[config.mk]
export PLATFORM = sky130hd
export DESIGN_NAME = mc_ctrl
export DESIGN_NICKNAME = d
export VERILOG_FILES = /design/src/rtl/mc_ctrl.sv
export SDC_FILE = /design/constraint.sdc
export NUM_CORES = 1
export LEC_CHECK = 0
export CAP_MARGIN = 0
export CORE_AREA = 2 2 85 87
export DETAILED_ROUTE_END_ITERATION = 10
export DIE_AREA = 0 0 87 89
export GPL_TIMING_DRIVEN = 1
export PLACE_DENSITY = 0.95
export SETUP_SLACK_MARGIN = 0.05
export SYNTH_ARGS = -nofsm -noshare
export SYNTH_HDL_FRONTEND = slang
export SYNTH_SLANG_ARGS = --single-unit
[constraint.sdc]
create_clock -name clk -period 7.6 [get_ports clk]
set_clock_uncertainty 0.15 [all_clocks]
set_input_delay 1.52 -clock clk [delete_from_list [all_inputs] [get_ports clk]]
set_output_delay 1.52 -clock clk [all_outputs]
set_load 0.005 [all_outputs]
[src/rtl/mc_ctrl.sv]
// Multi-cycle control unit: steps each fetched instruction through FETCH/DECODE/EXEC/MEM/WB,
// drives datapath enables and hands exactly one PC update per instruction back to the fetch unit.
module mc_ctrl #(
  parameter logic [2:0] RESET_STATE = 3'd0
) (
  input  logic        clk,
  input  logic        reset,
  input  logic [31:0] instr,
  input  logic [31:0] pc,
  input  logic [31:0] rs_data,
  input  logic        alu_zero,
  output logic        pc_we,
  output logic        pc_src,
  output logic        pc_jump,
  output logic [31:0] pc_branch,
  output logic [31:0] reg_to_pc,
  output logic        reg_we,
  output logic [1:0]  reg_dst,
  output logic [1:0]  wd_sel,
  output logic        alu_src,
  output logic [2:0]  alu_op,
  output logic        ext_op,
  output logic        mem_we,
  output logic [2:0]  state
);

  typedef enum logic [2:0] {
    S_FETCH  = 3'd0,
    S_DECODE = 3'd1,
    S_EXEC   = 3'd2,
    S_MEM    = 3'd3,
    S_WB     = 3'd4
  } state_t;

  typedef enum logic [3:0] {
    K_NOP, K_ADDU, K_SUBU, K_JR, K_ORI, K_LW, K_SW, K_BEQ, K_LUI, K_J, K_JAL
  } kind_t;

  state_t      st, st_nxt;
  logic [31:0] ir;
  kind_t       kind;
  logic        last;
  logic [31:0] pc_plus4;

  always_comb begin
    // NOTE: every always_comb output gets a default first so no path leaves it unassigned (no latch).
    kind = K_NOP;
    case (ir[31:26])
      6'b000000: begin
        case (ir[5:0])
          6'b100001: kind = K_ADDU;
          6'b100011: kind = K_SUBU;
          6'b001000: kind = K_JR;
          default:   kind = K_NOP;
        endcase
      end
      6'b001101: kind = K_ORI;
      6'b100011: kind = K_LW;
      6'b101011: kind = K_SW;
      6'b000100: kind = K_BEQ;
      6'b001111: kind = K_LUI;
      6'b000010: kind = K_J;
      6'b000011: kind = K_JAL;
      default:   kind = K_NOP;
    endcase
  end

  // last marks the instruction's final state, the one that carries its single PC update.
  always_comb begin
    st_nxt = S_FETCH;
    last   = 1'b0;
    case (st)
      S_FETCH:  st_nxt = S_DECODE;
      S_DECODE: begin
        case (kind)
          K_ADDU, K_SUBU, K_ORI, K_LUI, K_LW, K_SW, K_BEQ: st_nxt = S_EXEC;
          K_JAL:   st_nxt = S_WB;
          default: last   = 1'b1;
        endcase
      end
      S_EXEC: begin
        case (kind)
          K_LW, K_SW: st_nxt = S_MEM;
          K_BEQ:      last   = 1'b1;
          default:    st_nxt = S_WB;
        endcase
      end
      S_MEM: begin
        if (kind == K_LW) st_nxt = S_WB;
        else              last   = 1'b1;
      end
      S_WB:    last   = 1'b1;
      default: st_nxt = S_FETCH;
    endcase
  end

  always_ff @(posedge clk) begin
    // NOTE: sequential state uses non-blocking assignments so every register samples pre-edge values.
    if (reset) begin
      st <= state_t'(RESET_STATE);
      ir <= '0;
    end else begin
      st <= st_nxt;
      if (st == S_FETCH) ir <= instr;
    end
  end

  // Enables are masked by reset so an abandoned instruction never writes anything.
  assign pc_we   = last & ~reset;
  assign pc_src  = pc_we & (kind == K_BEQ) & alu_zero;
  assign pc_jump = pc_we & (kind inside {K_J, K_JAL, K_JR});
  assign reg_we  = (st == S_WB) & ~reset;
  assign mem_we  = (st == S_MEM) & (kind == K_SW) & ~reset;

  assign alu_src = (st == S_EXEC) & (kind inside {K_ORI, K_LUI, K_LW, K_SW});
  assign ext_op  = kind inside {K_LW, K_SW, K_BEQ};

  always_comb begin
    alu_op  = 3'd0;
    reg_dst = 2'd0;
    wd_sel  = 2'd0;
    if (st == S_EXEC) begin
      case (kind)
        K_SUBU, K_BEQ: alu_op = 3'd1;
        K_ORI:         alu_op = 3'd2;
        K_LUI:         alu_op = 3'd3;
        default:       alu_op = 3'd0;
      endcase
    end
    if (st == S_WB) begin
      if (kind inside {K_ADDU, K_SUBU}) reg_dst = 2'd1;
      else if (kind == K_JAL)           reg_dst = 2'd2;
      if (kind == K_LW)       wd_sel = 2'd1;
      else if (kind == K_JAL) wd_sel = 2'd2;
    end
  end

  assign pc_plus4  = pc + 32'd4;
  assign pc_branch = {{14{ir[15]}}, ir[15:0], 2'b00};
  assign reg_to_pc = (kind == K_JR) ? rs_data : {pc_plus4[31:28], ir[25:0], 2'b00};
  assign state     = st;

endmodule
==> reports/qor.yml, run 1 <==
outcome:
  status: "finished clean"
timing:
  fin_setup_tns_ns: 0
  relSlewSlack: 0.234
  finalSetupViolCount: 0
  hold_viol: 0
  timing.hold.ws_ns: 0.305
  fmax_mhz: 191
  grt_setup_unrepaired: "false"
  slew_violations: 0
  min_period_ns: 5.23
  finalCritPeriodShare: 0.688
  tightestPinTransition_ns: 1.15
final_layout:
  area_growth_syn_to_layout_pct: 65.5
  drive_gt1_frac: 0.0529
  num-nets-final: 552
  final_common_cell: "clkdlybuf4s50_1"
  diodes: 0
  most-common-layout-cells: "clkdlybuf4s50_1, nand2_1, a21oi_1, dfxtp_1, mux2_1"
yosys:
  postSynth.asyncResetShare: 0
  yosysWarnings: 0
  ys_seq_elements: 35
  seq_area_frac_synth: 0.287
  syn_area_per_cell_um2: 7.60
  synthDistinctLibCells: 45
  synth_top_flop_cell: "dfxtp_1"
  netlist_instances: 321
  synth_edf_count: 0
  syn-cell-area_mm2: 0.00244
critical_path:
  critPathBufInv: 2
  arrival_ns: 3.56
  crit_path_max_fanout: 2
  crit_chain: "clkdlybuf4s50_1 > nand4_1 > nor4_1 > nand4_1 > nor2_1 > xnor2_1 > o21ai_0 > clkdlybuf4s50_1"
  critPathTopFamily: "buffers and inverters"
  required_ns: 5.93
  crit_path_end_kind: "output pin"
  cp_slowest_cell: "clkdlybuf4s50_1"
  crit_path_start_kind: "input pin"
  slowest_delay_ns: 0.53
  crit_type: "input pin to output pin"
floorplanning:
  core_area_mm2: 0.00672
  die_area_mm2: 0.00774
  die_h_um: 89
  die_w_um: 87
  fp-row-count: 30
  start_util: 0.363
  pin_count: 180
routing:
  ant_nets: 0
  first_pass_iters: 4
  routed_via_density: 5.17
  drt-initial-drc-count: 90
  route.detailed.drc: 0
  post_drt_wl_per_cell_um: 14.8
  wl_um: 7920
  vias: 2762
grt:
  grt_pass1_vias: 2697
  grt_max_degree: 38
  overflow: 0
  grt_pass1_wl_um: 11900
  grt_usage: 0.195
  antenna_found_initial: 0
clocking:
  cts_resized: 0
  root_buffer: "clkbuf_8"
  cts_hold_buffers: 0
  post_cts_buffers: 0
  clk_latency_ns: 0.28
  cts_made_buffers: 5
  clkTransAtPathRegs_ns: 0.07
  cts_tree: "built"
  clock_path_buffers: 2
  clock-sinks: 35
  cts_max_level: 2
placement:
  io_buffer_count: 174
  place.gp.congestion: 0.938
  dp_hpwl_um: 6150
job:
  cap_violations: 0
pwr:
  seqPwrFrac: 0.375
  powerDensity_mw_per_mm2: 155
  p_comb_frac: 0.423
  power_leakage_uw: 0.00153
  swShare: 0.315
  p_int_uw: 428
  clkPwrFrac: 0.202
  power.total_uw: 625
  power.net_switching_uw: 197
  ir_drop_uv: 68.5
hold_path:
  holdCritPathClass: "flop to flop"
-- cells by family (layout without fill, tap and decap cells) --
kind of cell | after synthesis | count (layout) | share of synthesized area
muxes | 21 | 21 | 0.0969
DFF | 35 | 35 | 0.287
other | 1 | 3 | 0.00154
AOI/OAI and AO/OA | 65 | 65 | 0.170
buffers and inverters | 58 | 189 | 0.152
and+or+nand+nor | 134 | 134 | 0.267
xor gates and xnor gates | 7 | 7 | 0.0251
-- worst paths after layout --
kind / cells past startpoint / to / startpoint / slack (ns)
setup / recovery: 8 / reg_to_pc[31] / pc[20] / 2.37
hold / removal: 2 / ir[25] / ir[25] / 0.30
setup reg to reg: 6 / state[1] / ir[26] / 5.03
hold reg to reg: 2 / ir[25] / ir[25] / 0.30
-- per-layer routing --
layer	GRT usage	share of wire	up-vias	wire, um
met5	0	0	-	0
met4	0.0526	0.0086	0	68
met3	0.0637	0.10	6	827
met2	0.380	0.52	160	4150
met1	0.200	0.36	1269	2870
li1	-	-	1327	-
-- power groups by stage --
stage          clock [uW]  sequential (uW)  combinational, uW
6_report              126              235                264
5_1_grt               140              239                288
3_5_place_dp            0              239                264
3_3_place_gp            0              236                257
2_1_floorplan           0              224                152
4_1_cts               131              234                266
-- worst register-to-register path, cell delays in order (launching register included) --
cell       delay [ns]
dfxtp_1          0.41
or4_4            0.62
a2111oi_4        0.50
a21oi_4          0.12
o311a_1          0.42
a21oi_1          0.16
o21a_1           0.13
-- metrics by stage --
step / setup WS (ns) / std cells / instance area [um^2] / utilization
5_1_grt: 2.20 / 534 / 4040 / 0.601
3_3_place_gp: 2.36 / 526 / 3960 / 0.589
3_5_place_dp: 2.30 / 526 / 3960 / 0.589
6_report: 2.37 / 534 / 4040 / 0.601
4_1_cts: 2.31 / 534 / 4040 / 0.601
2_1_floorplan: 3.48 / 323 / 2450 / -
-- synth_stat cells (2+ instances only) --
cell       n  area (um^2)
nand2_1   77          289
buf_4     36          270
a21oi_1   35          175
dfxtp_1   35          701
mux2_1    14          158
nor2_1    13         48.8
clkbuf_1  12         45.0
o21ai_0   10         50.1
mux2_2     7         78.8
nand4_1    7         43.8
a21o_1     5         37.5
inv_1      5         18.8
nand2b_1   5         31.3
nor3_1     5         25.0
xnor2_1    5         43.8
nor4_1     4         25.0
buf_2      3         15.0
nand3_1    3         15.0
nand4b_1   3         26.3
nor3b_1    3         22.5
or3_1      3         18.8
a211oi_1   2         15.0
and2_1     2         12.5
buf_6      2         22.5
nand3b_1   2         15.0
o31a_1     2         17.5
or4_4      2         22.5
xor2_1     2         17.5
-- final cells by class --
| cell class | instances | area (um^2) |
|---|---|---|
| inverter | 5 | 18.8 |
| timing repair buffer | 176 | 1760 |
| multi-input combinational | 230 | 1380 |
| fill | 599 | 2680 |
| clock buffer | 7 | 76.3 |
| clock inverter | 1 | 5.00 |
| sequential | 35 | 701 |
| tap | 80 | 100 |
-- state kept, by name (all words and copies together) (netlist names) --
name / cells
state: 3
ir: 32
Power figures use the tool's default switching activity.
==> run 2, diff against run 1 <==
- CORE_AREA: 2 2 85 87 -> 2 2 92 94
- DIE_AREA: 0 0 87 89 -> 0 0 94 96
- PLACE_DENSITY: 0.95 -> 0.88
- clock period: 7.6 -> 4.5 ns (I/O delays scaled with it)
==> reports/qor.yml, run 2 (synthesis gave the netlist of run 1 again) <==
outcome:
  status: "finished clean"
routing:
  route.detailed.drc: 0  # unchanged
  wl_um: 8280  # +4.6%
  drt-initial-drc-count: 71  # -21%
  first_pass_iters: 4  # unchanged
  vias: 2742  # -0.72%
  routed_via_density: 4.89  # -5.5%
  ant_nets: 0  # unchanged
  post_drt_wl_per_cell_um: 14.8  # -0.46%
critical_path:
  crit_path_start_kind: "flop"
  crit_chain: "or4_4 > a2111oi_4 > a21oi_4 > nor2_4 > mux2_1 > clkdlybuf4s50_1"
  required_ns: 3.45  # -2.48 ns
  crit_path_end_kind: "output pin"
  arrival_ns: 3.26  # -0.30 ns
  cp_slowest_cell: "or4_4"
  critPathBufInv: 1  # -1
  critPathTopFamily: "simple AND/OR/NAND/NOR gates"
  crit_path_max_fanout: 15  # +13
  slowest_delay_ns: 0.62  # +0.09 ns
  crit_type: "flop to output pin"
floorplanning:
  die_h_um: 96  # +7.9%
  start_util: 0.303  # -0.0601
  pin_count: 180  # unchanged
  die_area_mm2: 0.00902  # +17%
  fp-row-count: 33  # +10%
  core_area_mm2: 0.00805  # +20%
  die_w_um: 94  # +8.0%
timing:
  fin_setup_tns_ns: 0  # unchanged
  hold_viol: 0  # unchanged
  tightestPinTransition_ns: 0.780  # -0.368 ns
  fmax_mhz: 232
  relSlewSlack: 0.476  # +0.241
  min_period_ns: 4.31
  timing.hold.ws_ns: 0.302  # -0.00238 ns
  finalCritPeriodShare: 0.957
  slew_violations: 0  # unchanged
  finalSetupViolCount: 0  # unchanged
  grt_setup_unrepaired: "false"
placement:
  place_area_mm2: 0.00400  # +1.2%
  dp_hpwl_um: 6250  # +1.5%
  place.gp.congestion: 0.947  # +0.92%
  io_buffer_count: 174  # unchanged
  placed_cells: 553  # +5.1%
final_layout:
  num-nets-final: 555  # +0.54%
  area_growth_syn_to_layout_pct: 68.1
  seq_area_um2: 701  # unchanged
  diodes: 0  # unchanged
  regMostFlops: "ir"
  drive_gt1_frac: 0.0614  # +0.00854
  largest_register_ff_count: 32  # unchanged
  stdcell_area_mm2: 0.00410  # +1.6%
  most-common-layout-cells: "clkdlybuf4s50_1, nand2_1, a21oi_1, dfxtp_1, mux2_1"
  final_cells: 561  # +5.1%
  fillCellCount: 770  # +29%
  final_common_cell: "clkdlybuf4s50_1"
  multiInputGateArea_mm2: 0.00139  # +0.82%
clocking:
  cts_tree: "built"
  clock_path_buffers: 2  # unchanged
  cts_made_buffers: 5  # unchanged
  post_cts_buffers: 0  # unchanged
  clkTransAtPathRegs_ns: 0.07  # about the same
  root_buffer: "clkbuf_8"
  clk_latency_ns: 0.28  # about the same
  cts_hold_buffers: 0  # unchanged
  cts_resized: 0  # unchanged
  clock-sinks: 35  # unchanged
  cts_max_level: 2  # unchanged
grt:
  grt_pass1_vias: 2654  # -1.6%
  overflow: 0  # unchanged
  antenna_found_initial: 0  # unchanged
  grt_pass1_wl_um: 12400  # +4.1%
  grt_max_degree: 31  # -18%
  grt_usage: 0.174  # -0.0214
pwr:
  ir_drop_uv: 107  # +57%
  power_leakage_uw: 0.00155  # +1.0%
  powerDensity_mw_per_mm2: 262  # +69%
  power.total_uw: 1080  # +72%
hold_path:
  holdCritPathClass: "flop to flop"
job:
  cap_violations: 0  # unchanged
run 2: changes by cell type in the layout (fill, tap and decap cells not counted), sizes merged:
| cell | previous run | this run |
|---|---|---|
| clkbuf | 7 | 6 |
| buf | 2 | 4 |
| nor2 | 14 | 15 |
run 2: area by class of cell:
class                   instances  area share
flip-flops and latches         35       0.171
well taps                     105      0.0320
clock buffers                   6      0.0201
clock inverters                 1     0.00122
multi-input cells             231       0.339
repair buffers                178       0.432
inverters                       5     0.00458
run 2: power by group:
part / switching, uW / leakage (uW) / total [uW] / internal [uW]
Combinational: 184 / 0.00121 / 453 / 269
Sequential: 48.6 / 0.000289 / 396 / 347
Clock: 107 / 0.0000470 / 227 / 120
run 2: worst paths after layout:
| path | slack, ns | endpoint | depth (start not counted) | start |
|---|---|---|---|---|
| worst min-delay path | 0.30 | ir[24] | 2 | ir[24] |
| worst min register to register | 0.30 | ir[24] | 2 | ir[24] |
| worst max register to register | 1.87 | state[1] | 6 | ir[26] |
| worst max-delay path | 0.19 | reg_to_pc[15] | 6 | ir[26] |
run 2: worst reg2reg max path, cell delays in order (launching register included):
cell and delay, ns:
dfxtp_1 0.41, or4_4 0.62, a2111oi_4 0.50, a21oi_4 0.16, o311a_1 0.43, a21oi_1 0.17, o21a_1 0.14
run 2: metrics by stage:
stage / utilization / setup slack [ns]
2_1_floorplan: - / 1.25
3_3_place_gp: 0.497 / 0.372
3_5_place_dp: 0.497 / 0.287
4_1_cts: 0.508 / 0.0809
5_1_grt: 0.509 / 0.0591
6_report: 0.509 / 0.193
run 2: layer usage:
metal  GRT usage  share of wire  wire, um  vias up
met5           0              0         0        -
met4      0.0556          0.019       156        0
met3      0.0525           0.10       826       14
met2       0.323           0.49      4100      164
met1       0.190           0.39      3200     1231
li1            -              -         -     1333
